File: src/rtl/regfile_scoreboard_pkg.sv
// Shared definitions for the decode-stage register file and its pending-write scoreboard.
// Holds the width helper, the counter update encoding and the register reset value.
package regfile_scoreboard_pkg;

    localparam int REG_RST_VAL = 0;

    function automatic int clog2(input int v);
        int r;
        r = 0;
        for (int p = 1; p < v; p = p * 2) r++;
        return r;
    endfunction

    // Net effect of one cycle's inc/dec events on a single register's count
    typedef enum logic [1:0] {
        CNT_HOLD = 2'd0,
        CNT_INC  = 2'd1,
        CNT_DEC1 = 2'd2,
        CNT_DEC2 = 2'd3
    } cnt_op_e;

    function automatic cnt_op_e cnt_op(input logic inc, input logic dec_wb, input logic dec_sq);
        logic [1:0] ndec;
        ndec = {1'b0, dec_wb} + {1'b0, dec_sq};
        case ({inc, ndec})
            3'b0_00, 3'b1_01: return CNT_HOLD;
            3'b1_00:          return CNT_INC;
            3'b0_01, 3'b1_10: return CNT_DEC1;
            default:          return CNT_DEC2;
        endcase
    endfunction

endpackage

File: src/rtl/regfile_scoreboard_if.sv
// Decode-side bundle of the register file: read ports, issue, writeback, squash and status.
interface regfile_scoreboard_if
    import regfile_scoreboard_pkg::*;
#(
    parameter int DATA_W       = 16,
    parameter int NUM_REGS     = 8,
    parameter int NUM_RD       = 2,
    parameter int MAX_INFLIGHT = 3
);
    localparam int AW = clog2(NUM_REGS);

    logic [NUM_RD*AW-1:0]     rd_sel;
    logic [NUM_RD-1:0]        rd_use;
    logic [NUM_RD*DATA_W-1:0] rd_data;
    logic                     issue_valid;
    logic                     issue_wr_en;
    logic [AW-1:0]            issue_wr_sel;
    logic                     stall;
    logic                     issued;
    logic                     wb_en;
    logic [AW-1:0]            wb_sel;
    logic [DATA_W-1:0]        wb_data;
    logic                     sq_en;
    logic [AW-1:0]            sq_sel;
    logic [NUM_REGS-1:0]      pending;
    logic                     err;

    modport master (
        output rd_sel, rd_use, issue_valid, issue_wr_en, issue_wr_sel,
               wb_en, wb_sel, wb_data, sq_en, sq_sel,
        input  rd_data, stall, issued, pending, err
    );

    modport slave (
        input  rd_sel, rd_use, issue_valid, issue_wr_en, issue_wr_sel,
               wb_en, wb_sel, wb_data, sq_en, sq_sel,
        output rd_data, stall, issued, pending, err
    );

endinterface

File: src/rtl/regfile_scoreboard_sb_counter.sv
// Pending-write counter for one register; clamps at 0 and MAX_INFLIGHT and flags either event.
module sb_counter
    import regfile_scoreboard_pkg::*;
#(
    parameter int MAX_INFLIGHT = 3,
    parameter int CW           = clog2(MAX_INFLIGHT + 1)
) (
    input  logic          clk,
    input  logic          rst_n,
    input  logic          inc_i,
    input  logic          dec_wb_i,
    input  logic          dec_sq_i,
    output logic [CW-1:0] cnt_o,
    output logic          nz_o,
    output logic          flag_o
);
    localparam logic signed [CW+1:0] MAX_S = (CW+2)'(MAX_INFLIGHT);

    logic [CW-1:0]        cnt_q, cnt_d;
    logic signed [CW+1:0] sum;

    function automatic logic signed [CW+1:0] op_delta(input cnt_op_e op);
        case (op)
            CNT_INC:  return (CW+2)'(1);
            CNT_DEC1: return (CW+2)'(-1);
            CNT_DEC2: return (CW+2)'(-2);
            default:  return '0;
        endcase
    endfunction

    // Returns {flag, count}: flag marks a result clamped at either bound
    function automatic logic [CW:0] sat_cnt(input logic signed [CW+1:0] s);
        if (s < 0)          return {1'b1, {CW{1'b0}}};
        else if (s > MAX_S) return {1'b1, CW'(MAX_INFLIGHT)};
        else                return {1'b0, s[CW-1:0]};
    endfunction

    always_comb begin
        sum = $signed({2'b00, cnt_q}) + op_delta(cnt_op(inc_i, dec_wb_i, dec_sq_i));
        {flag_o, cnt_d} = sat_cnt(sum);
    end

    always_ff @(posedge clk or negedge rst_n) begin
        if (!rst_n) cnt_q <= '0;
        else        cnt_q <= cnt_d;
    end

    assign cnt_o = cnt_q;
    assign nz_o  = |cnt_q;

endmodule

File: src/rtl/regfile_scoreboard.sv
// Decode-stage register file with per-port writeback bypass and a per-register
// pending-write scoreboard that stalls issue on RAW and in-flight-depth hazards.
module regfile_scoreboard
    import regfile_scoreboard_pkg::*;
#(
    parameter int DATA_W       = 16,
    parameter int NUM_REGS     = 8,
    parameter int NUM_RD       = 2,
    parameter int MAX_INFLIGHT = 3
) (
    input  logic                 clk,
    input  logic                 rst_n,
    regfile_scoreboard_if.slave  bus
);
    localparam int AW = clog2(NUM_REGS);
    localparam int CW = clog2(MAX_INFLIGHT + 1);

    logic [DATA_W-1:0]        regs_q [NUM_REGS];
    logic [CW-1:0]            cnt    [NUM_REGS];
    logic [NUM_REGS-1:0]      nz, flag, inc, dec_wb, dec_sq;
    logic                     err_q;
    logic [NUM_RD*DATA_W-1:0] rd_data_c;
    logic                     hazard, struct_haz, stall_c, issued_c, wdec;
    logic [AW-1:0]            sel;
    logic                     byp;

    // Bypass is suppressed while in reset so reads return cleared state immediately
    always_comb begin
        rd_data_c = '0;
        hazard    = 1'b0;
        sel       = '0;
        byp       = 1'b0;
        for (int i = 0; i < NUM_RD; i++) begin
            sel = bus.rd_sel[i*AW +: AW];
            byp = rst_n & bus.wb_en & (bus.wb_sel == sel);
            rd_data_c[i*DATA_W +: DATA_W] = byp ? bus.wb_data : regs_q[sel];
            if (bus.rd_use[i] && (cnt[sel] != '0) && !(byp && (cnt[sel] == CW'(1))))
                hazard = 1'b1;
        end
        wdec = (bus.wb_en & (bus.wb_sel == bus.issue_wr_sel))
             | (bus.sq_en & (bus.sq_sel == bus.issue_wr_sel));
        struct_haz = bus.issue_wr_en & (cnt[bus.issue_wr_sel] == CW'(MAX_INFLIGHT)) & ~wdec;
        stall_c    = bus.issue_valid & (hazard | struct_haz);
        issued_c   = rst_n & bus.issue_valid & ~stall_c;
    end

    for (genvar r = 0; r < NUM_REGS; r++) begin : g_sb
        assign inc[r]    = issued_c & bus.issue_wr_en & (bus.issue_wr_sel == AW'(r));
        assign dec_wb[r] = bus.wb_en & (bus.wb_sel == AW'(r));
        assign dec_sq[r] = bus.sq_en & (bus.sq_sel == AW'(r));

        sb_counter #(
            .MAX_INFLIGHT (MAX_INFLIGHT),
            .CW           (CW)
        ) u_cnt (
            .clk      (clk),
            .rst_n    (rst_n),
            .inc_i    (inc[r]),
            .dec_wb_i (dec_wb[r]),
            .dec_sq_i (dec_sq[r]),
            .cnt_o    (cnt[r]),
            .nz_o     (nz[r]),
            .flag_o   (flag[r])
        );
    end

    always_ff @(posedge clk or negedge rst_n) begin
        if (!rst_n) begin
            for (int r = 0; r < NUM_REGS; r++) regs_q[r] <= DATA_W'(REG_RST_VAL);
            err_q <= 1'b0;
        end else begin
            if (bus.wb_en) regs_q[bus.wb_sel] <= bus.wb_data;
            err_q <= err_q | (|flag);
        end
    end

    assign bus.rd_data = rd_data_c;
    assign bus.stall   = stall_c;
    assign bus.issued  = issued_c;
    assign bus.pending = nz;
    assign bus.err     = err_q;

endmodule

File: src/flat_wrapper.sv
// flat-port wrapper written by rule: the top's interface ports become plain ports
module regfile_scoreboard_flat import regfile_scoreboard_pkg::*;
#(
    parameter int DATA_W       = 16,
    parameter int NUM_REGS     = 8,
    parameter int NUM_RD       = 2,
    parameter int MAX_INFLIGHT = 3
)
  (clk, rst_n, bus_rd_sel, bus_rd_use, bus_issue_valid, bus_issue_wr_en, bus_issue_wr_sel, bus_wb_en, bus_wb_sel, bus_wb_data, bus_sq_en, bus_sq_sel, bus_rd_data, bus_stall, bus_issued, bus_pending, bus_err);
  regfile_scoreboard_if #(.DATA_W(DATA_W), .NUM_REGS(NUM_REGS), .NUM_RD(NUM_RD), .MAX_INFLIGHT(MAX_INFLIGHT)) bus_i ();
  input  logic clk;
  input  logic rst_n;
  input wire logic [$bits(bus_i.rd_sel)-1:0] bus_rd_sel;
  input wire logic [$bits(bus_i.rd_use)-1:0] bus_rd_use;
  input wire logic [$bits(bus_i.issue_valid)-1:0] bus_issue_valid;
  input wire logic [$bits(bus_i.issue_wr_en)-1:0] bus_issue_wr_en;
  input wire logic [$bits(bus_i.issue_wr_sel)-1:0] bus_issue_wr_sel;
  input wire logic [$bits(bus_i.wb_en)-1:0] bus_wb_en;
  input wire logic [$bits(bus_i.wb_sel)-1:0] bus_wb_sel;
  input wire logic [$bits(bus_i.wb_data)-1:0] bus_wb_data;
  input wire logic [$bits(bus_i.sq_en)-1:0] bus_sq_en;
  input wire logic [$bits(bus_i.sq_sel)-1:0] bus_sq_sel;
  output wire logic [$bits(bus_i.rd_data)-1:0] bus_rd_data;
  output wire logic [$bits(bus_i.stall)-1:0] bus_stall;
  output wire logic [$bits(bus_i.issued)-1:0] bus_issued;
  output wire logic [$bits(bus_i.pending)-1:0] bus_pending;
  output wire logic [$bits(bus_i.err)-1:0] bus_err;
  assign bus_i.rd_sel = bus_rd_sel;
  assign bus_i.rd_use = bus_rd_use;
  assign bus_i.issue_valid = bus_issue_valid;
  assign bus_i.issue_wr_en = bus_issue_wr_en;
  assign bus_i.issue_wr_sel = bus_issue_wr_sel;
  assign bus_i.wb_en = bus_wb_en;
  assign bus_i.wb_sel = bus_wb_sel;
  assign bus_i.wb_data = bus_wb_data;
  assign bus_i.sq_en = bus_sq_en;
  assign bus_i.sq_sel = bus_sq_sel;
  assign bus_rd_data = bus_i.rd_data;
  assign bus_stall = bus_i.stall;
  assign bus_issued = bus_i.issued;
  assign bus_pending = bus_i.pending;
  assign bus_err = bus_i.err;
  regfile_scoreboard #(.DATA_W(DATA_W), .NUM_REGS(NUM_REGS), .NUM_RD(NUM_RD), .MAX_INFLIGHT(MAX_INFLIGHT)) u_core (.clk(clk), .rst_n(rst_n), .bus(bus_i));
endmodule
File: config.mk
export PLATFORM = sky130hd
export DESIGN_NAME = regfile_scoreboard_flat
export DESIGN_NICKNAME = d
export VERILOG_FILES = /design/src/rtl/regfile_scoreboard_pkg.sv /design/src/rtl/regfile_scoreboard_if.sv /design/src/rtl/regfile_scoreboard_sb_counter.sv /design/src/rtl/regfile_scoreboard.sv /design/src/flat_wrapper.sv
export SDC_FILE = /design/constraint.sdc
export NUM_CORES = 1
export LEC_CHECK = 0
export ABC_AREA = 0
export BUFFER_PORTS_ARGS = -buffer_cell sky130_fd_sc_hd__buf_2
export CORE_MARGIN = 2
export CORE_UTILIZATION = 56
export CTS_BUF_LIST = sky130_fd_sc_hd__clkbuf_2 sky130_fd_sc_hd__clkbuf_4 sky130_fd_sc_hd__clkbuf_8
export CTS_CLUSTER_SIZE = 16
export DETAILED_ROUTE_END_ITERATION = 6
export GPL_ROUTABILITY_DRIVEN = 1
export PLACE_DENSITY = 0.79
export SYNTH_ARGS = -nofsm -noshare
export SYNTH_HDL_FRONTEND = slang
export SYNTH_SLANG_ARGS = --single-unit
File: constraint.sdc
create_clock -name clk -period 3.7 [get_ports clk]
set_clock_uncertainty 0.1 [all_clocks]
set_input_delay 0.74 -clock clk [delete_from_list [all_inputs] [get_ports clk]]
set_output_delay 0.74 -clock clk [all_outputs]
set_load 0.02 [all_outputs]
# Word level (Yosys, flattened, before mapping)
# Cells that the tools add are included.
# Widths: inputs -> output; s select.
dict set report word_totals {
  elab_cells 283
  output_inout_bits 43
  in_bits 39
  ff_bits 145
}
dict set report op_classes {
  mux 54
  bitwise 44
  add_sub_neg 16
  eq_ne 84
  magnitude_cmp 21
  n_reduce_logical 47
}
# cell count
set ops {}
lappend ops {{$bwmux 128} 1}
lappend ops {{$mux 16} 7}
lappend ops {{$eq 3x3->1 const B} 36}
lappend ops {{$bmux 16 s3} 2}
lappend ops {{$pmux 4 s3} 8}
lappend ops {{$demux 16 s3} 1}
lappend ops {{$mux 3} 16}
lappend ops {{$pmux 2 s3} 8}
lappend ops {{$reduce_or 2->1} 24}
lappend ops {{$lt 4x1->1 const B} 9}
lappend ops {{$and 1x1->1} 35}
lappend ops {{$eq 2x2->1 const B} 17}
lappend ops {{$eq 3x1->1 const B} 11}
lappend ops {{$logic_not 3->1} 11}
lappend ops {{$add 3x4->4} 8}
lappend ops {{$gt 4x3->1 const B} 8}
lappend ops {{$eq 2x1->1 const B} 10}
lappend ops {{$bmux 2 s3} 3}
lappend ops {{$eq 3x2->1 const B} 6}
lappend ops {{$add 1x1->2} 8}
lappend ops {{$ge 4x4->1 const B} 4}
lappend ops {{$not 3->4} 4}
lappend ops {{$eq 3x3->1} 4}
lappend ops {{$mux 2} 6}
lappend ops {{7 further kinds} 19}

# Logic depth before layout (Yosys ltp)
# Gate-level depths: netlist of run 1.
dict set report logic_depth {
  depth_word 27
  mapped_depth 15
}

# Cells and area by module
# From an unflattened synthesis of run 1, not the netlist that was laid out.
dict set report unflattened {
  cells_unflattened 867
  area_unflattened_um2 9313.9
}
# module instances cells_each area_each_um2
set modules_own_cells {}
lappend modules_own_cells {regfile_scoreboard 1 709 7785.0}
lappend modules_own_cells {{sb_counter (u_core.g_sb[0].u_cnt ...)} 7 20 192.7}
lappend modules_own_cells {{sb_counter (u_core.g_sb[6].u_cnt)} 1 18 180.2}

# Least setup slack after synthesis of run 1
# OpenSTA, ideal clock, no wires.
dict set report synth_path {
  kind {in2reg}
  from {in bus_issue_wr_sel[1]}
  to {reg u_core.err_q, in the netlist u_core.bus.err}
  setup_slack_ps -420
  setup_time_ps 139
  arrival_ps 3881
  path_stages 15
  path_cell_list {buf_2 > buf_2 > o2111ai_1 > nand4_1 > o311ai_4 > nor3b_1 > fa_1 > ha_1 > inv_1 > fa_1 > xor2_1 > nor4_1 > nand4_1 > nor2_1 > nand4_1}
}
dict set report synth_via {
  elab_chain_cells 24
}
# item line_no
set synth_lines {}
lappend synth_lines {{from (decl)} flat_wrapper.sv:17} ;# input wire logic [$bits(bus_i.issue_wr_sel)-1:0] bus_issue_wr_sel;
lappend synth_lines {{$not 3->4 (not written as such)} regfile_scoreboard.sv:42} ;# struct_haz = bus.issue_wr_en & (cnt[bus.issue_wr_sel] == CW'(MAX_INFLIGHT)) & ~wdec;
lappend synth_lines {{$bmux 2 s3} regfile_scoreboard.sv:42}
lappend synth_lines {{$mux 2 (not written as such) (2 in a row)} regfile_scoreboard.sv:42}
lappend synth_lines {{$eq 2x2->1} regfile_scoreboard.sv:42}
lappend synth_lines {{$and 1x1->1 (2 in a row)} regfile_scoreboard.sv:42}
lappend synth_lines {{$or 1x1->1} regfile_scoreboard.sv:43} ;# stall_c = bus.issue_valid & (hazard | struct_haz);
lappend synth_lines {{$and 1x1->1} regfile_scoreboard.sv:43}
lappend synth_lines {{$not 1->1} regfile_scoreboard.sv:44} ;# issued_c = rst_n & bus.issue_valid & ~stall_c;
lappend synth_lines {{[... 6 more ...]} -}
lappend synth_lines {{$eq 2x2->1 / $eq 2x1->1 (equally long branches)} regfile_scoreboard_sb_counter.sv:23} ;# case (op)
lappend synth_lines {{$pmux 4 s3} regfile_scoreboard_sb_counter.sv:23}
lappend synth_lines {{$add 3x4->4} regfile_scoreboard_sb_counter.sv:39} ;# sum = $signed({2'b00, cnt_q}) + op_delta(cnt_op(inc_i, dec_wb_i, dec_sq_i));
lappend synth_lines {{$gt 4x3->1} regfile_scoreboard_sb_counter.sv:34} ;# else if (s > MAX_S) return {1'b1, CW'(MAX_INFLIGHT)};
lappend synth_lines {{$mux 3} regfile_scoreboard_sb_counter.sv:34}
lappend synth_lines {{$mux 3} regfile_scoreboard_sb_counter.sv:33} ;# if (s < 0) return {1'b1, {CW{1'b0}}};
lappend synth_lines {{$reduce_or 8->1 (*)} regfile_scoreboard.sv:73} ;# err_q <= err_q | (|flag);
lappend synth_lines {{$or 1x1->1 (*)} regfile_scoreboard.sv:73}
lappend synth_lines {{to (signal assigned)} regfile_scoreboard.sv:73}
lappend synth_lines {{to (decl)} regfile_scoreboard.sv:21} ;# logic err_q;
# Mark *: on every way between the ends. The rest lies on a longest branch, timed or not. The select of a mux whose other input is x is not followed.
# A chain may end at the register's enable or synchronous reset.

# Final worst setup path of run 1
dict set report layout_path {
  from {in bus_rd_sel[3]}
  to {reg u_core.err_q, in the netlist u_core.bus.err}
}
dict set report layout_via {
  elab_chain_cells 26
}
# item line_no
set layout_lines {}
lappend layout_lines {{from (decl)} flat_wrapper.sv:13} ;# input wire logic [$bits(bus_i.rd_sel)-1:0] bus_rd_sel;
lappend layout_lines {{$not 3->4 (not written as such)} regfile_scoreboard.sv:37} ;# if (bus.rd_use[i] && (cnt[sel] != '0) && !(byp && (cnt[sel] == CW'(1))))
lappend layout_lines {{$bmux 2 s3} regfile_scoreboard.sv:37}
lappend layout_lines {{$mux 2 (not written as such) (2 in a row)} regfile_scoreboard.sv:37}
lappend layout_lines {{$eq 2x1->1} regfile_scoreboard.sv:37}
lappend layout_lines {{$logic_and 1x1->1} regfile_scoreboard.sv:37}
lappend layout_lines {{$logic_not 1->1} regfile_scoreboard.sv:37}
lappend layout_lines {{$logic_and 1x1->1 (*)} regfile_scoreboard.sv:37}
lappend layout_lines {{$mux 1 (*)} regfile_scoreboard.sv:37}
lappend layout_lines {{[... 9 more ...]} -}
lappend layout_lines {{$eq 2x2->1 / $eq 2x1->1 (equally long branches)} regfile_scoreboard_sb_counter.sv:23}
lappend layout_lines {{$pmux 4 s3} regfile_scoreboard_sb_counter.sv:23}
lappend layout_lines {{$add 3x4->4} regfile_scoreboard_sb_counter.sv:39}
lappend layout_lines {{$gt 4x3->1} regfile_scoreboard_sb_counter.sv:34}
lappend layout_lines {{$mux 3} regfile_scoreboard_sb_counter.sv:34}
lappend layout_lines {{$mux 3} regfile_scoreboard_sb_counter.sv:33}
lappend layout_lines {{$reduce_or 8->1 (*)} regfile_scoreboard.sv:73}
lappend layout_lines {{$or 1x1->1 (*)} regfile_scoreboard.sv:73}
# Marked as above.

==> results.txt, run 1 <==
- Once routing completed, OpenROAD measured the worst setup slack at -0.0921 ns.
* Source of the critical timing path: bus_rd_sel[3]
* HP Start: u_core.regs_q[25]
- For this block, the via count after detailed routing is 6867.
- # Max-Cap Violations: 0
* Startpoint of the most critical register-to-register path: u_core.g_sb[0].u_cnt.cnt_o[0]
* Unrepaired setup endpoints after global routing: yes
* Later-pin clock latency in the skew report: 0.47 ns
- The final reports fail on negative setup slack.
- In this run the deepest clock path goes through 2 buffers.
- The floorplan has 47 rows.
- The first global-routing pass estimated 38.9 mm of wire.
- For this run, asynchronously set or reset flops after synthesis account for 100%.
- Transition at the pin with the smallest max-transition slack: 1.09 ns
- DRC: 0
* LEAKAGE: 4.81 nW
- Along the worst hold path, the cell count comes to 1.
- Flop2flop setup slack: -0.05 ns
* Setup total negative slack: -0.0921 ns
- Final critical path time including I/O delays and setup: 3.79 ns
* Setup CP Type: in2reg
* Number of port buffers: 81
- Measured against its own limit, the worst slew margin works out to 27.3%.
- Detail-routed via count per cell: 6.19
- The clock net in this run drives a total of 145 sinks.
- For the worst flop-to-flop path, the logic depth is 16.
- Number of DRC violations after detailed-routing iteration 0: 544
- The die is 134 um tall.
- The number of nets handed over by synthesis was 825.
- The final layout contains routed wiring with a total length of 24.4 mm.
- Hold violation total from the final report: 0
- Tcrit/Tclk final: 102%
- Classification of the worst-slack hold path: reg2reg
- Maximum ir drop on the vdd rail: 348 uV
- Core Footprint: 16600 um2
* Number of unique standard cell types used by synthesis: 42
* Total standard cell area after synthesis: 9490 um2
- The first detailed-routing pass took 5 iterations.
* CTS H-tree lvls: 4
* Post-DP HPWL: 16.3 mm
- Most used DFF post-synth: sky130_fd_sc_hd__dfrtp_1
- Initial standard-cell utilization of the core: 57.2%
- Crit path DAT: 4.03 ns
- Entering global routing, the biggest net connects 85 pins.
* Pins Over Slew Limit: 0
- 0 antenna diodes ended up in the layout.
* Mean Syn Cell Area: 12.7 um2
- For this run, the top clock speed supported by timing is 264 MHz.
- The finished cells cover 11200 um2.
* Outcome: complete, but fails checks
* Signed area change from the synthesized netlist to the final layout: 18.3%
- Crit path launch type: input pin
* GRT Total Usage: 28.3%
- Number of global-route vias before repair: 7361
* Wire length per cell after detailed routing: 21.9 um
- Number of antenna violations at the first check in global routing: 0
- Number of enable-type register cells in the synthesized netlist: 0
- Required arrival time at the worst endpoint: 3.93 ns
- For this run, the number of Yosys warnings is 0.
- After global routing the overflow that remains totals 0.
* Die area: 18000 um2
* TritonCTS clock tree: done
- Of the cells placed in the final design, the portion with a size suffix greater than 1 is 52.6%.
- Counting the buffers created by CTS gives 17.
* Routability cong.: 0.928
* Part of the Yosys area used for sequential elements: 38.2%
- Yosys attributes the largest share of cell area to sky130_fd_sc_hd__dfrtp_1 38%, sky130_fd_sc_hd__mux4_2 17%, sky130_fd_sc_hd__mux2_2 15%, sky130_fd_sc_hd__fa_1 3.4%, sky130_fd_sc_hd__mux2i_1 3.4%.
- 82 I/O pins were placed.
- The synthesized design spends more area on one cell type than any other, namely sky130_fd_sc_hd__dfrtp_1.
- Pwr/cell area: 535 nW/um2
- Post-route ant nets: 0
- The worst setup path is captured at a flip-flop.
* Clock-pin slew on the worst setup and hold paths: 0.08 ns
* Worst slack on hold paths: 0.432 ns
- The cell sitting at the root of the clock tree is a sky130_fd_sc_hd__clkbuf_8.
* Count leader, synth: sky130_fd_sc_hd__dfrtp_1
- Net count reported at finish: 957
* Total setup violations reported at the end of the flow: 1
- From left edge to right edge, the die measures 134 um.
* Post-synthesis sequential element count: 145
* Synthesized instance count: 746
- Worst-case setup slack after placement: -0.649 ns
- Reg-to-reg critical path endpoint: u_core.bus.err
- Once placement finished, the instance area stood at 10600 um2.
* Area fraction of the dominant cell type after synthesis: 38.2%
* Commonest cells post-synth: 145 x sky130_fd_sc_hd__dfrtp_1, 128 x sky130_fd_sc_hd__mux2_2, 72 x sky130_fd_sc_hd__mux4_2
- Along the worst path, the maximum fanout reaches 6.
- The worst hold path terminates at u_core.regs_q[25].
power breakdown:
group / switching [mW] / internal, mW
clock network: 0.643 / 0.691
logic: 1.09 / 1.25
registers: 0.352 / 1.99
area by class of cell:
cell class              instances  area, um2
inverters                      39        146
fillers                      1150       5360
clock inverters                12        158
clock buffers                  19        255
multi-input cells             495       5570
flip-flops and latches        145       3630
repair buffers                180       1180
well taps                     220        275
critical path, cell delays in order:
cell and delay, ns:
sky130_fd_sc_hd__buf_12 0.12, sky130_fd_sc_hd__mux4_2 0.36, sky130_fd_sc_hd__o41ai_4 0.08, sky130_fd_sc_hd__a221o_2 0.38, sky130_fd_sc_hd__o311ai_4 0.13, sky130_fd_sc_hd__buf_4 0.19
sky130_fd_sc_hd__nor3b_4 0.04, sky130_fd_sc_hd__fa_1 0.55, sky130_fd_sc_hd__ha_2 0.19, sky130_fd_sc_hd__inv_2 0.04, sky130_fd_sc_hd__fa_2 0.34, sky130_fd_sc_hd__xor2_2 0.17
sky130_fd_sc_hd__nor4_2 0.26, sky130_fd_sc_hd__buf_4 0.14, sky130_fd_sc_hd__nand4_1 0.07, sky130_fd_sc_hd__nor2_1 0.13, sky130_fd_sc_hd__nand4_1 0.09
sequential cells by signal (all words and copies together) (netlist names):
signal	flops
u_core.g_sb.u_cnt.cnt_o	16
u_core.regs_q	128
u_core.bus.err	1
layout by cell type, fill, tap and decap left out, types with 3 or more instances in the layout:
cell                         count
sky130_fd_sc_hd__inv_1          37
sky130_fd_sc_hd__fa_1            8
sky130_fd_sc_hd__dfrtp_2         3
sky130_fd_sc_hd__a21oi_1        10
sky130_fd_sc_hd__or2_2           8
sky130_fd_sc_hd__clkbuf_4        3
sky130_fd_sc_hd__dfrtp_1       142
sky130_fd_sc_hd__mux2i_1        32
sky130_fd_sc_hd__o31ai_1         3
sky130_fd_sc_hd__nand2b_1        4
sky130_fd_sc_hd__mux4_2         72
sky130_fd_sc_hd__nor3b_2         3
sky130_fd_sc_hd__xor2_4          3
sky130_fd_sc_hd__bufinv_16       3
sky130_fd_sc_hd__nand4_1         8
sky130_fd_sc_hd__nand2_1        49
sky130_fd_sc_hd__a21boi_0        4
sky130_fd_sc_hd__xor2_2          5
sky130_fd_sc_hd__xnor2_1        13
sky130_fd_sc_hd__ha_1           18
sky130_fd_sc_hd__clkbuf_8       18
sky130_fd_sc_hd__xor2_1          5
sky130_fd_sc_hd__ha_2            6
sky130_fd_sc_hd__nor2_1          8
sky130_fd_sc_hd__nor3_2          4
sky130_fd_sc_hd__clkinvlp_4      3
sky130_fd_sc_hd__nand4b_1        3
sky130_fd_sc_hd__buf_4         100
sky130_fd_sc_hd__o21ai_0        41
sky130_fd_sc_hd__o21a_1          5
sky130_fd_sc_hd__fa_2            8
sky130_fd_sc_hd__mux2_2        128
sky130_fd_sc_hd__nor2b_1         6
sky130_fd_sc_hd__nand3_1        18
sky130_fd_sc_hd__buf_2          75
sky130_fd_sc_hd__nor4_2          6
kinds of logic after synthesis:
| group | synth area share [%] |
|---|---|
| AOI/OAI and AO/OA | 4.81 |
| xor gates and xnor gates | 2.40 |
| adders and majority gates | 6.54 |
| buffers and inverters | 5.41 |
| DFF | 38.2 |
| muxes | 35.7 |
| and+or+nand+nor | 6.92 |
through the flow:
step	std cells	util [%]	power, mW
2_1_floorplan	746	-	3.82
5_1_grt	1110	67.7	6.31
3_3_place_gp	1072	63.8	4.41
6_report	1110	67.7	6.00
4_1_cts	1109	67.0	5.96
3_5_place_dp	1072	63.8	4.57
how the worst max path moves through the flow:
stage | to | slack (ns)
detailed placement | u_core.bus.err | -0.65
floorplan | u_core.bus.err | -0.15
CTS | u_core.bus.err | -0.05
finish | u_core.bus.err | -0.09
global placement | u_core.bus.err | -0.50
global route | u_core.bus.err | -0.30
metal layers:
layer	global-route usage, %	vias up	routed length, um
li1	-	2989	-
met1	37.7	3566	10000
met2	45.9	260	12100
met3	6.46	52	1580
met4	10.8	0	648
met5	0	-	0
what timing repair did:
| item | in CTS | in global routing |
|---|---|---|
| pin swaps | 7 | 10 |
| setup buffers | 6 | 1 |
| setup endpoints to repair | 1 | 2 |
| gates cloned | 0 | 0 |
| resized for setup | 15 | 18 |
| endpoints found under the hold margin | 0 | 0 |
| hold buffers | 0 | 0 |
Note: power is estimated with default switching activity, not from simulation.
==> inputs of run 2 (changes only) <==
--- a/config.mk
+++ b/config.mk
@@ -14,6 +14,7 @@
 export DETAILED_ROUTE_END_ITERATION = 6
 export GPL_ROUTABILITY_DRIVEN = 1
 export PLACE_DENSITY = 0.79
+export SKIP_LAST_GASP = 1
 export SYNTH_ARGS = -nofsm -noshare
 export SYNTH_HDL_FRONTEND = slang
 export SYNTH_SLANG_ARGS = --single-unit
==> run 2 against run 1 <==
Against the previous run: the run still ends with negative setup slack left; core utilization is 0.053 points lower; power about the same; first-iteration DRC count decreased by 20%; non-clock buffer count did not move; routed wire length fell by 0.22%; via count up 0.48%; critical endpoint unchanged; highest routed layer unchanged.
==> results.txt, run 2 (synthesis results as in run 1) <==
- The flow ran to the end, but the final reports show violations.
- Top library cells by usage in the layout, fill and taps aside: 142 x sky130_fd_sc_hd__dfrtp_1, 128 x sky130_fd_sc_hd__mux2_2, 99 x sky130_fd_sc_hd__buf_4, 75 x sky130_fd_sc_hd__buf_2, 72 x sky130_fd_sc_hd__mux4_2
- The final critical-path share of the clock period was 103% (+0.36 points).
* DRC: 0 (unchanged)
- Flop2flop setup slack: -0.05 ns (about the same)
* Critical path peak fanout: 9 (+3)
* Startpoint of the most critical register-to-register path: u_core.g_sb[2].u_cnt.cnt_o[0]
- Signed area change from the synthesized netlist to the final layout: 18.2% (about the same)
- Horizontal die dimension: 134 um (unchanged)
- The worst vdd rail ir drop is 347 uV (-0.13%).
- Violations in the final reports: negative setup slack
- Delay of the slowest cell on the worst path: 0.55 ns (about the same)
- Worst setup slack after layout: -0.105 ns (-0.0133 ns)
* HP Start: u_core.regs_q[25]
* Register with the most flip-flops: u_core.regs_q
- The via count of the first global-routing pass was 7361 (unchanged).
* # Max-Cap Violations: 0 (unchanged)
* Wire length per cell after detailed routing: 21.9 um (-0.22%)
- LEAKAGE: 4.81 nW (about the same)
- The wire length of the first global-routing pass is 38.9 mm (unchanged).
- Total non-filler cell area in the finished layout: 11200 um2 (about the same)
- The critical path is of the in2reg type.
- Number of antenna violations at the first check in global routing: 0 (unchanged)
- The final-layout worst hold slack was 0.429 ns (-0.00298 ns).
- Cells along the critical path: clkbuf_4, xor2_4, o41ai_4, a221o_2, o311ai_4, buf_4, nor3b_4, fa_1, ha_2, inv_1, fa_2, xor2_2, nor4_2, buf_4, nand4_1, nor2_1, nand4_1
- The slew at the pin closest to its max-slew limit is 1.10 ns (+0.00578 ns).
* Crit path DAT: 4.04 ns (about the same)
* Routed wire length: 24.3 mm (-0.22%)
* Pins Over Slew Limit: 0 (unchanged)
* Sort of element at the end of the critical path: flip-flop
- The number of levels the H-tree was split into was 4 (unchanged).
- The clock transition at the registers of the reported paths came to 0.08 ns (about the same).
* Maximum number of pins on one net before global-route repair: 85 (unchanged)
- STA classifies the critical path startpoint as an input pin.
- Total placed instance area: 10600 um2 (unchanged)
- The number of flip-flops under the largest register name came to 128 (unchanged).
- Initial standard-cell utilization of the core: 57.2% (unchanged)
- The number of I/O port buffers was 81 (unchanged).
- The overflow left after global routing came to 0 (unchanged).
- The shortest period the worst path allows is 3.81 ns (+0.0133 ns).
- Fill cell instance count of the final layout: 1152 (+0.17%)
* Clock root buffer: sky130_fd_sc_hd__clkbuf_8
- Fraction of final layout cells sized beyond drive strength 1: 52.5% (-0.11 points)
* Post-Layout Cell Count: 1110 (unchanged)
- The number of design-rule violations left by the first detailed-router iteration was 436 (-20%).
- Net count reported at finish: 957 (unchanged)
- The worst-case clock buffer depth came to 2 (unchanged).
- The number of placement rows is 47 (unchanged).
- The highest clock rate came to 263 MHz (-0.35%).
- The hold buffer count at CTS was 0 (unchanged).
* Later-pin clock latency in the skew report: 0.47 ns (about the same)
- Setup total negative slack: -0.105 ns (-0.0133 ns)
- Detail-routed via count per cell: 6.22 (+0.48%)
* Tot Pwr: 6.00 mW (about the same)
* Hold Crit Depth: 1 (unchanged)
* Cells on worst reg2reg path: 16 (unchanged)
* Utilization after layout: 67.6% (about the same)
* Classification of the worst-slack hold path: reg2reg
* Number of cells in the design after placement: 1072 (unchanged)
* Core Footprint: 16600 um2 (unchanged)
* TritonCTS clock tree: done
- Cell with the largest stage delay on the worst path: sky130_fd_sc_hd__fa_1
- Die H: 134 um (unchanged)
- The detailed-routing iteration count for the pre-antenna-repair pass is 5 (unchanged).
* Required arrival time at the worst endpoint: 3.93 ns (about the same)
- The half-perimeter wire length of the detailed placement result was 16.3 mm (unchanged).
- The endpoint identified for the worst register-to-register timing path is u_core.bus.err.
* Worst-case setup slack after placement: -0.649 ns (unchanged)
- The die area is 18000 um2 (unchanged).
- Diode insertion count for antenna repair: 0 (unchanged)
- Hold Path Sink: u_core.regs_q[25]
- The worst-case headroom to the max-slew limit was 26.9% (-0.39 points).
- The number of endpoints with negative hold slack in the final report is 0 (unchanged).
- The vias after detailed routing is 6900 (+0.48%).
- Number of top-level pins: 82 (unchanged)
- The global-route usage over all layers was 28.3% (unchanged).
- The number of sinks handled by clock tree synthesis was 145 (unchanged).
* Pwr/cell area: 535 nW/um2 (about the same)
* Routability cong.: 0.928 (unchanged)
- Setup repair after global routing could not meet its margin everywhere.
* Total setup violations reported at the end of the flow: 1 (unchanged)
- The library cell used most frequently in the layout, excluding fill and tap cells, is sky130_fd_sc_hd__dfrtp_1.
- Num CTS Buffers: 17 (unchanged)
* Post-route ant nets: 0 (unchanged)
==> run 2: worst max-delay path by stage <==
stage,startpoint,endpoint,slack (ns),cells past startpoint
3_5_place_dp,bus_rd_sel[3],u_core.bus.err,-0.65,16
4_1_cts,bus_rd_sel[3],u_core.bus.err,-0.05,16
3_3_place_gp,bus_issue_wr_sel[1],u_core.bus.err,-0.50,14
6_report,bus_wb_sel[0],u_core.bus.err,-0.11,17
2_1_floorplan,bus_issue_wr_sel[1],u_core.bus.err,-0.15,15
5_1_grt,bus_rd_sel[3],u_core.bus.err,-0.32,17
==> run 2: repair_timing <==
| item | 4_1_cts | 5_1_grt |
|---|---|---|
| pin swaps | 7 | 10 |
| setup endpoints to repair | 1 | 2 |
| setup buffers | 6 | 1 |
| resized for setup | 15 | 14 |
==> run 2: power by group <==
group	internal (mW)	leakage, nW	switching (mW)
combinational	1.24	2.87	1.09
clock	0.691	0.202	0.641
sequential	1.99	1.73	0.350
total	3.92	4.81	2.08
==> run 2: final cells by class <==
class                           instances  area (um2)  share of cell area [%]
Clock buffer                           19         255                    2.28
Timing Repair Buffer                  180        1170                    10.5
Inverter                               39         146                    1.31
Sequential cell                       145        3630                    32.4
Clock inverter                         12         158                    1.41
Multi-Input combinational cell        495        5570                    49.7
Tap cell                              220         275                    2.46
==> run 2: critical path: cells and delay by family <==
kind                       cells  cell delay [ns]
adders and majority gates      3             1.08
AOI/OAI and AO/OA              3             0.63
buffers and inverters          4             0.60
and+or+nand+nor                5             0.60
xor gates and xnor gates       2             0.40
==> run 2: per-layer routing <==
layer | vias to the layer above | share of wire, % | global-route usage (%)
met5 | - | 0 | 0
met1 | 3574 | 41 | 37.7
li1 | 2987 | - | -
met4 | 0 | 3.0 | 10.8
met3 | 57 | 6.5 | 6.46
met2 | 282 | 49 | 45.9
==> inputs of run 3 (changes only) <==
--- a/config.mk
+++ b/config.mk
@@ -5,7 +5,7 @@
 export SDC_FILE = /design/constraint.sdc
 export NUM_CORES = 1
 export LEC_CHECK = 0
-export ABC_AREA = 0
+export ABC_AREA = 1
 export BUFFER_PORTS_ARGS = -buffer_cell sky130_fd_sc_hd__buf_2
 export CORE_MARGIN = 2
 export CORE_UTILIZATION = 56
==> constraint.sdc (replaced) <==
create_clock -name clk -period 3.7 [get_ports clk]
set_clock_uncertainty 0.1 [all_clocks]
set_input_delay 0.74 -clock clk [delete_from_list [all_inputs] [get_ports clk]]
set_output_delay 0.74 -clock clk [all_outputs]
set_load 0.005 [all_outputs]
==> run 3 against run 2 <==
Against the previous run: the run now ends clean; worst setup slack gained 0.32 ns; worst hold slack lost 0.25 ns; critical endpoint unchanged; non-clock buffer count shrank 16; power shrank 13%; die area is essentially flat; largest cell class unchanged; clock power is essentially flat; clock-buffer cell count is the same; critical path depth grew 4.
==> results.txt, run 3 <==
* Outcome: finished, final reports clean
* Horizontal die dimension: 134 um (about the same)
- Leaving out fill and tap cells, the most frequent cells in the layout are 296 x sky130_fd_sc_hd__nand2_1, 252 x sky130_fd_sc_hd__o21ai_0, 144 x sky130_fd_sc_hd__dfrtp_1, 123 x sky130_fd_sc_hd__inv_1, 88 x sky130_fd_sc_hd__a21oi_1.
- Initial standard-cell utilization of the core: 57.2% (about the same)
- DRC: 0 (unchanged)
* Detail-routed via count per cell: 5.77 (-7.1%)
* Maximum number of pins on one net before global-route repair: 95 (+12%)
* Total non-filler cell area in the finished layout: 10900 um2 (-3.1%)
* Crit path launch type: flip-flop
- Area fraction of the dominant cell type after synthesis: 38.3% (about the same)
- Clock-pin slew on the worst setup and hold paths: 0.09 ns (about the same)
- The number of nets in the synthesized netlist was 1387 (+68%).
- The slew at the pin closest to its max-slew limit is 0.935 ns (-0.162 ns).
* Wire length per cell after detailed routing: 17.4 um (-21%)
- The number of max-slew violations in the final report is 0 (unchanged).
- TritonCTS clock tree: done
- The number of nets still failing antenna checks after routing is 0 (unchanged).
- The most used flip-flop cell after synthesis is sky130_fd_sc_hd__dfrtp_1.
- The number of antenna repair diodes is 0 (unchanged).
- Sort of element at the end of the critical path: flip-flop
* Capturing instance or port of the critical path: u_core.bus.err
- Mean Syn Cell Area: 7.25 um2 (-43%)
- The number of endpoints with negative hold slack in the final report was 0 (unchanged).
- The ratio of total power to cell area was 483 nW/um2 (-9.8%).
- The worst-case headroom to the max-slew limit was 37.7% (+11 points).
- # Max-Cap Violations: 0 (unchanged)
* Clock root buffer: sky130_fd_sc_hd__clkbuf_8
- Async SR Flop Fraction: 100% (unchanged)
- Post-synthesis sequential element count: 145 (unchanged)
* Startpoint of the most critical register-to-register path: u_core.g_sb[5].u_cnt.cnt_o[1]
- The overflow left after global routing was 0 (unchanged).
- The worst-case clock buffer depth is 2 (unchanged).
- Vias: 9414 (+36%)
- Num CTS Buffers: 17 (unchanged)
- Sinks on Clock Net: 145 (unchanged)
- Most common cell after layout, fill and taps aside: sky130_fd_sc_hd__nand2_1
- The half-perimeter wire length of the detailed placement result came to 19.0 mm (+16%).
- Global-route wire length before repair: 45.1 mm (+16%)
- Routed wire length: 28.3 mm (+16%)
- The number of placed I/O pins came to 82 (unchanged).
- Count leader, synth: sky130_fd_sc_hd__nand2_1
- The summed instance area of the synthesized netlist was 9480 um2 (about the same).
* CTS H-tree lvls: 4 (unchanged)
* Number of unique standard cell types used by synthesis: 29 (-31%)
- Part of the Yosys area used for sequential elements: 38.3% (about the same)
- Total setup violations reported at the end of the flow: 0 (-1)
* Routability cong.: 1.04 (+12%)
- The data arrival time of the critical path was 3.73 ns (-0.31 ns).
- Signed area change from the synthesized netlist to the final layout: 14.5%
* Reg-to-reg critical path endpoint: u_core.bus.err
- The commonest cells after synthesis are 297 x sky130_fd_sc_hd__nand2_1, 253 x sky130_fd_sc_hd__o21ai_0, 145 x sky130_fd_sc_hd__dfrtp_1.
- The post-placement cell area is 10400 um2 (-1.4%).
* Cells on worst reg2reg path: 21 (+5)
* Total of cells resized after clock tree synthesis: 0 (-15)
* Number of global-route vias before repair: 8914 (+21%)
- The highest clock rate was 287 MHz (+9.3%).
- Die H: 134 um (about the same)
- Hold-fix buffers, CTS: 0 (unchanged)
- Number of enable-type register cells in the synthesized netlist: 0 (unchanged)
* Later-pin clock latency in the skew report: 0.46 ns (about the same)
- The number of placement rows came to 47 (unchanged).
- Cell types with the largest area share after synthesis: sky130_fd_sc_hd__dfrtp_1 38%, sky130_fd_sc_hd__o21ai_0 13%, sky130_fd_sc_hd__nand2_1 12%, sky130_fd_sc_hd__o211ai_1 5.5%, sky130_fd_sc_hd__inv_1 5.1%
- The static power due to leakage is 5.31 nW (+11%).
- Core Footprint: 16600 um2 (unchanged)
- Synthesized instance count: 1308 (+75%)
- The die area was 18000 um2 (about the same).
- Flip-flop count of the largest register, all copies and words added: 128 (unchanged)
- Number of port buffers: 81 (unchanged)
- In this run the worst setup path begins at u_core.g_sb[5].u_cnt.cnt_o[1].
- Detailed Routing Iterations Pass 1: 7 (+2)
- Setup CP Type: reg2reg
- Number of antenna violations at the first check in global routing: 0 (unchanged)
- GRT Total Usage: 32.2% (+3.9 points)
* Final critical path time including I/O delays and setup: 3.48 ns (-0.323 ns)
* Net count reported at finish: 1477 (+54%)
- The number of setup buffers added after CTS is 0 (-6).
- Classification of the worst-slack hold path: in2async
* Required arrival time at the worst endpoint: 3.94 ns (about the same)
- The number of design-rule violations left by the first detailed-router iteration is 992 (+130%).
* Cell accounting for the most synthesized area: sky130_fd_sc_hd__dfrtp_1
* Flop2flop setup slack: 0.22 ns (+0.27 ns)
* Utilization after layout: 65.5% (-2.1 points)
- Fraction of final layout cells sized beyond drive strength 1: 16.7% (-36 points)
- Total of warnings raised by yosys: 0 (unchanged)
* Critical path peak fanout: 5 (-4)
* Register with the most flip-flops: u_core.regs_q
- The final critical-path share of the clock period is 94.1% (-8.7 points).
- The worst vdd rail ir drop is 282 uV (-19%).
## run 3: how the worst min path moves through the flow
stage | endpoint | from | cells after the start | slack [ns]
2_1_floorplan | u_core.bus.err | rst_n | 0 | 0.34
3_3_place_gp | u_core.regs_q[41] | u_core.regs_q[41] | 2 | 0.37
3_5_place_dp | u_core.regs_q[102] | u_core.regs_q[102] | 2 | 0.37
4_1_cts | u_core.regs_q[90] | rst_n | 2 | 0.16
5_1_grt | u_core.regs_q[16] | rst_n | 2 | 0.18
6_report | u_core.regs_q[0] | rst_n | 2 | 0.18
## run 3: final cells by class
class	count	area [um2]
sequential	145	3630
clock buffer	19	255
clock inverter	13	159
timing repair buffer	164	1040
multi-input combinational	929	4970
fill	1517	5720
tap	220	275
inverter	141	529
## run 3: logic make-up after synthesis
kind of cell	Yosys count	share of synthesized area, %
AOI/OAI and AO/OA	423	24.2
adders and majority gates	40	6.55
xor gates and xnor gates	18	1.66
and+or+nand+nor	448	19.3
DFF	145	38.3
buffers and inverters	234	10.1
## run 3: metal layers
metal	vias up	GRT usage [%]	wire length [um]
met4	0	13.9	906
met5	-	0	0
met2	431	51.8	13400
met3	67	6.05	2330
met1	4414	42.9	11700
li1	4502	-	-
## run 3: metrics by stage
step	setup TNS (ns)	instances	setup slack (ns)	hold slack (ns)	total power, mW
after floorplan	0	1308	0.00355	0.344	3.28
after global placement	-0.224	1599	-0.224	0.366	3.83
after detailed placement	-0.473	1599	-0.328	0.373	3.89
after CTS	0	1631	0.0802	0.164	5.22
after global routing	-0.00312	1631	-0.00312	0.181	5.58
final	0	1631	0.217	0.180	5.24
## run 3: power breakdown
part	switching (mW)	internal, mW
logic	1.03	0.667
registers	0.279	1.94
clock network	0.640	0.692
## run 3: critical path: stages, from the launching register on
cell and delay, ns:
sky130_fd_sc_hd__dfrtp_1 0.46, sky130_fd_sc_hd__inv_2 0.15, sky130_fd_sc_hd__nand2_1 0.06, sky130_fd_sc_hd__nand3_1 0.08, sky130_fd_sc_hd__nand2_1 0.05, sky130_fd_sc_hd__nor2_1 0.11, sky130_fd_sc_hd__nand2_1 0.07, sky130_fd_sc_hd__nand3_1 0.08
sky130_fd_sc_hd__nand2_1 0.09, sky130_fd_sc_hd__nor2_4 0.17, sky130_fd_sc_hd__nand3_4 0.13, sky130_fd_sc_hd__nor2_2 0.14, sky130_fd_sc_hd__fa_1 0.45, sky130_fd_sc_hd__ha_2 0.20, sky130_fd_sc_hd__inv_1 0.07, sky130_fd_sc_hd__fa_2 0.22
sky130_fd_sc_hd__xnor2_2 0.13, sky130_fd_sc_hd__inv_1 0.08, sky130_fd_sc_hd__nor4_2 0.25, sky130_fd_sc_hd__nand3b_1 0.10, sky130_fd_sc_hd__nor2_1 0.10, sky130_fd_sc_hd__nand3_1 0.07
